File: src/rtl/serial_sub_if.sv
// Start/done handshake and operand/result bundle for the bit-serial subtractor.
// The master issues operations; the slave (serial_sub) returns the difference and flags.
interface serial_sub_if #(
    parameter int unsigned N = 8
);
    logic         start;
    logic [N-1:0] a;
    logic [N-1:0] b;
    logic         busy;
    logic         done;
    logic [N-1:0] resta;
    logic         prestamo;
    logic         desbordamiento;

    modport master (
        output start, a, b,
        input  busy, done, resta, prestamo, desbordamiento
    );

    modport slave (
        input  start, a, b,
        output busy, done, resta, prestamo, desbordamiento
    );
endinterface

File: src/rtl/serial_sub.sv
// Bit-serial N-bit subtractor: a - b, one bit per clock LSB first, with a registered borrow.
// Result and flags are registered and change only on entry to DONE.
module serial_sub #(
    parameter int unsigned N = 8
) (
    input logic       clk,
    input logic       rst_n,
    serial_sub_if.slave bus
);
    localparam int unsigned CW = $clog2(N);

    typedef enum logic [1:0] {StIdle, StRun, StDone} state_t;

    state_t         r_state;
    state_t         w_state_nxt;
    logic           w_accept;
    logic [N-1:0]   r_sa;
    logic [N-1:0]   r_sb;
    logic [N-1:0]   r_res;
    logic           r_borrow;
    logic [CW-1:0]  r_count;
    logic           r_amsb;
    logic           r_bmsb;
    logic [N-1:0]   r_resta;
    logic           r_prestamo;
    logic           r_desb;
    logic           w_d;
    logic           w_borrow_nxt;
    logic           w_last;

    assign w_d          = r_sa[0] ^ r_sb[0] ^ r_borrow;
    assign w_borrow_nxt = (~r_sa[0] & r_sb[0]) | (~(r_sa[0] ^ r_sb[0]) & r_borrow);
    assign w_last       = (r_count == CW'(N - 1));

    always_comb begin
        w_state_nxt = r_state;
        w_accept    = 1'b0;
        unique case (r_state)
            StIdle: begin
                if (bus.start) begin
                    w_accept    = 1'b1;
                    w_state_nxt = StRun;
                end
            end
            StRun: begin
                if (w_last) begin
                    w_state_nxt = StDone;
                end
            end
            StDone: begin
                if (bus.start) begin
                    w_accept    = 1'b1;
                    w_state_nxt = StRun;
                end else begin
                    w_state_nxt = StIdle;
                end
            end
            default: w_state_nxt = StIdle;
        endcase
    end

    always_ff @(posedge clk or negedge rst_n) begin
        if (!rst_n) begin
            r_state <= StIdle;
        end else begin
            r_state <= w_state_nxt;
        end
    end

    always_ff @(posedge clk or negedge rst_n) begin
        if (!rst_n) begin
            r_sa       <= '0;
            r_sb       <= '0;
            r_res      <= '0;
            r_borrow   <= 1'b0;
            r_count    <= '0;
            r_amsb     <= 1'b0;
            r_bmsb     <= 1'b0;
            r_resta    <= '0;
            r_prestamo <= 1'b0;
            r_desb     <= 1'b0;
        end else if (w_accept) begin
            r_sa     <= bus.a;
            r_sb     <= bus.b;
            r_borrow <= 1'b0;
            r_count  <= '0;
            r_amsb   <= bus.a[N-1];
            r_bmsb   <= bus.b[N-1];
        end else if (r_state == StRun) begin
            r_sa     <= {1'b0, r_sa[N-1:1]};
            r_sb     <= {1'b0, r_sb[N-1:1]};
            r_res    <= {w_d, r_res[N-1:1]};
            r_borrow <= w_borrow_nxt;
            r_count  <= r_count + CW'(1);
            // Final bit: publish result; w_d is the result MSB.
            if (w_last) begin
                r_resta    <= {w_d, r_res[N-1:1]};
                r_prestamo <= w_borrow_nxt;
                r_desb     <= (r_amsb != r_bmsb) && (w_d != r_amsb);
            end
        end
    end

    assign bus.busy           = (r_state == StRun);
    assign bus.done           = (r_state == StDone);
    assign bus.resta          = r_resta;
    assign bus.prestamo       = r_prestamo;
    assign bus.desbordamiento = r_desb;
endmodule

File: src/flat_wrapper.sv
// flat-port wrapper written by rule: the top's interface ports become plain ports
module serial_sub_flat 
#(
    parameter int unsigned N = 8
)
  (clk, rst_n, bus_start, bus_a, bus_b, bus_busy, bus_done, bus_resta, bus_prestamo, bus_desbordamiento);
  serial_sub_if #(.N(N)) bus_i ();
  input logic clk;
  input logic rst_n;
  input wire logic [$bits(bus_i.start)-1:0] bus_start;
  input wire logic [$bits(bus_i.a)-1:0] bus_a;
  input wire logic [$bits(bus_i.b)-1:0] bus_b;
  output wire logic [$bits(bus_i.busy)-1:0] bus_busy;
  output wire logic [$bits(bus_i.done)-1:0] bus_done;
  output wire logic [$bits(bus_i.resta)-1:0] bus_resta;
  output wire logic [$bits(bus_i.prestamo)-1:0] bus_prestamo;
  output wire logic [$bits(bus_i.desbordamiento)-1:0] bus_desbordamiento;
  assign bus_i.start = bus_start;
  assign bus_i.a = bus_a;
  assign bus_i.b = bus_b;
  assign bus_busy = bus_i.busy;
  assign bus_done = bus_i.done;
  assign bus_resta = bus_i.resta;
  assign bus_prestamo = bus_i.prestamo;
  assign bus_desbordamiento = bus_i.desbordamiento;
  serial_sub #(.N(N)) u_core (.clk(clk), .rst_n(rst_n), .bus(bus_i));
endmodule
File: config.mk
export PLATFORM = sky130hd
export DESIGN_NAME = serial_sub_flat
export DESIGN_NICKNAME = d
export VERILOG_FILES = /design/src/rtl/serial_sub_if.sv /design/src/rtl/serial_sub.sv /design/src/flat_wrapper.sv
export SDC_FILE = /design/constraint.sdc
export NUM_CORES = 1
export LEC_CHECK = 0
export ABC_CLOCK_PERIOD_IN_PS = 2000
export BUFFER_PORTS_ARGS = -buffer_cell sky130_fd_sc_hd__buf_2
export CAP_MARGIN = 20
export CORE_AREA = 2 2 60 62
export DETAILED_ROUTE_END_ITERATION = 12
export DIE_AREA = 0 0 62 64
export PLACE_DENSITY_LB_ADDON = 0.25
export RECOVER_POWER = 50
export REMOVE_ABC_BUFFERS = 1
export SLEW_MARGIN = 0
export SYNTH_ARGS = -nofsm -noshare
export SYNTH_HDL_FRONTEND = slang
export SYNTH_SLANG_ARGS = --single-unit
File: constraint.sdc
create_clock -name clk -period 2 [get_ports clk]
set_clock_uncertainty 0.2 [all_clocks]
set_input_delay 0.4 -clock clk [delete_from_list [all_inputs] [get_ports clk]]
set_output_delay 0.4 -clock clk [all_outputs]
set_load 0.005 [all_outputs]
==> summary.txt <==
Synth-to-Final Area Change: 15.5%
routability congestion estimate from global placement: 0.695
startpoint of the worst hold path: bus_b[0]
GRT overflow: 0
status: completed
I/O pin cnt: 31
post-synthesis cell type count: 25
biggest area contributors in the synthesized netlist: sky130_fd_sc_hd__dfrtp_1 (60%), sky130_fd_sc_hd__a22o_1 (8.7%), sky130_fd_sc_hd__mux2_1 (6.6%), sky130_fd_sc_hd__a21o_1 (5.7%), sky130_fd_sc_hd__nand2_1 (5.1%)
sum of negative setup slack: 0 ns
worst skew pair latency: 0.34 ns
instance count on the critical path: 3
PD cells: 1560 nW/µm²
ANT nets after route: 0
critical path's top delay family: flip-flops
class of the most critical setup path: reg2out
FFs w/ async S/R, synth: 100%
number of storage elements in the synthesis netlist: 41
clock transition at the register clock pins on the worst setup and hold paths after CTS: 0.10 ns
WHS: 0.0931 ns
final worst-path setup slack: 0.207 ns
synthesized area divided by synthesized cell count: 12.8 µm²
crit path capture: bus_busy
Crit. End Element: output pin
dominant cell by count in the synthesized netlist: sky130_fd_sc_hd__dfrtp_1
routed vias: 1121
clock net sink count: 41
combined buffer and inverter count along the critical path: 2
max-slew violations: 0
Max Freq: 558 MHz
share of the core filled with cells in the final layout: 60.1%
cell count after placement: 207
final number of setup-violating endpoints: 0
peak per-stage delay on the critical path: 0.45 ns
maximum number of pins on one net before global-route repair: 28
total clock buffers created by CTS: 5
worst-path maximum fanout: 14
H-tree lvl count: 2
DRC viols: 0
Final Cycle Share: 89.7%
class of the worst hold path: in2reg
launching point of the worst reg2reg path: u_core.r_count[0]
Post-Synthesis Cells: 133
number of standard cells in the layout, taps in and fillers out: 216
Die Area: 3970 µm²
Wirelength per Cell: 13.1 µm
start point of the critical path: u_core.r_state[0]
# Max-Cap Violations: 0
kind of start point of the critical path: register
number of antenna violations at the first check in global routing: 0
sequence of cells on the critical path: nand2b_4 -> clkinv_4 -> buf_2
VDD IR-drop max: 0.000704 V
post-layout instance area: 1970 µm²
standard cell area after detailed placement: 1900 µm²
slew of the pin with the lowest slew margin: 0.577 ns
Leakage: 1.06 nW
worst reg2reg setup slack: 0.30 ns
commonest cells in the synthesized netlist: sky130_fd_sc_hd__dfrtp_1 (41), sky130_fd_sc_hd__nand2_1 (23), sky130_fd_sc_hd__a22o_1 (17)
die boundary width: 62 µm
total design power: 3.07 mW
Starting DRT DRC Count: 51
top flip-flop cell by instance count after synthesis: sky130_fd_sc_hd__dfrtp_1
Critical Path Slowest Stage Cell: sky130_fd_sc_hd__dfrtp_1
via count of the first global-routing pass: 1085
largest area contributor in the netlist: sky130_fd_sc_hd__dfrtp_1
buffer levels on the longest clock path: 2
worst-case reg-to-reg path depth: 5
share of cells above drive strength 1: 26.5%
Initial Utilization: 52.0%
number of diodes added for antenna fixing: 0
total global routing track utilization: 16.6%
detailed placement HPWL: 1.97 mm
CP Data Arrival Time: 1.19 ns
vias per cell: 5.19
relative slew slack: 61.5%
Rows: 21
summed instance area of the synthesized netlist: 1710 µm²
total count of hold-check failures in the final report: 0
part of the Yosys area used for sequential elements: 60.1%
total wire length after detailed routing: 2.84 mm
area share of the largest cell type after synthesis: 60.1%
setup repair after global routing missed its margin: no
clock tree from TritonCTS: done
count of flip-flops with a built-in enable after synthesis: 0
post-route minimum period: 1.79 ns
Pre-Repair DR Iteration Count: 4
clk root buf: sky130_fd_sc_hd__clkbuf_4
pre-CTS WS: 0.299 ns
Die Span Y: 64 µm
R2R Path End: u_core.bus.resta[4]
Synthesis Warnings: 0
placeable core region: 3280 µm²
port bufs: 30
# nets final: 192
Crit path required time: 1.40 ns
first-pass GRT wire length: 4.76 mm
## flip-flops by register name, summed over array words and instances (netlist names), 2 cells and up
name	flops
u_core.bus.resta	8
u_core.r_count	3
u_core.r_res	7
u_core.r_sa	8
u_core.r_sb	8
u_core.r_state	2
## report_power, final
| group | total, mW | switching, mW | internal [mW] |
|---|---|---|---|
| registers | 1.43 | 0.217 | 1.21 |
| clock network | 0.399 | 0.233 | 0.166 |
| logic | 1.24 | 0.612 | 0.631 |
## timing repair
item | 4_1_cts | 5_1_grt
endpoints found under the hold margin | 23 | 0
hold buffers | 1 | 0
endpoints found under the setup margin | 0 | 1
buffers inserted | 0 | 0
resized for setup | 0 | 2
## layout make-up
| type | count | area (µm²) |
|---|---|---|
| sequential | 41 | 1030 |
| tap | 46 | 57.6 |
| clock buffer | 7 | 55.1 |
| timing repair buffer | 36 | 190 |
| multi-input combinational | 81 | 619 |
| timing repair inverter | 1 | 5.00 |
| fill | 285 | 1310 |
| inverter | 4 | 20.0 |
## cells by family (layout without fill, tap and decap cells)
| group | count (synthesis) | count (layout) | share of synthesized area, % |
|---|---|---|---|
| fa+ha+maj | 3 | 3 | 2.64 |
| compound gates | 36 | 36 | 16.8 |
| mux | 11 | 11 | 7.25 |
| buf+inv | 11 | 48 | 4.10 |
| simple gates | 31 | 31 | 9.08 |
| flops | 41 | 41 | 60.1 |
## routing by layer
metal | track usage [%] | vias to the layer above | share of wire [%]
met1 | 20.6 | 549 | 43
met5 | 0 | - | 0
met4 | 5.59 | 0 | 1.5
met3 | 7.69 | 5 | 6.7
li1 | - | 539 | -
met2 | 25.3 | 28 | 49
## cell usage in the layout (no fill, tap or decap), drive strengths merged
master       instances
nand3b               1
a22o                17
fa                   1
ha                   2
inv                  3
o21ai                2
and2b                1
a221o                1
o2bb2ai              1
nor2                 1
nor3                 1
dlygate4sd3          1
nor3b                1
clkinv               2
mux2                11
a21o                13
a21oi                1
o21bai               1
buf                 32
nand2b               1
clkbuf              10
nand2               23
dfrtp               41
nor2b                2
## worst min-delay path by stage
stage | to | slack, ns | cells after the start
6_report | u_core.r_sb[0] | 0.09 | 2
5_1_grt | u_core.r_bmsb | 0.08 | 2
4_1_cts | u_core.r_sb[0] | 0.08 | 2
3_5_place_dp | u_core.r_res[6] | 0.21 | 1
3_3_place_gp | u_core.r_res[5] | 0.20 | 1
2_1_floorplan | u_core.bus.desbordamiento | -0.1 | 0
No activity file was read; power rests on OpenSTA's default activity.
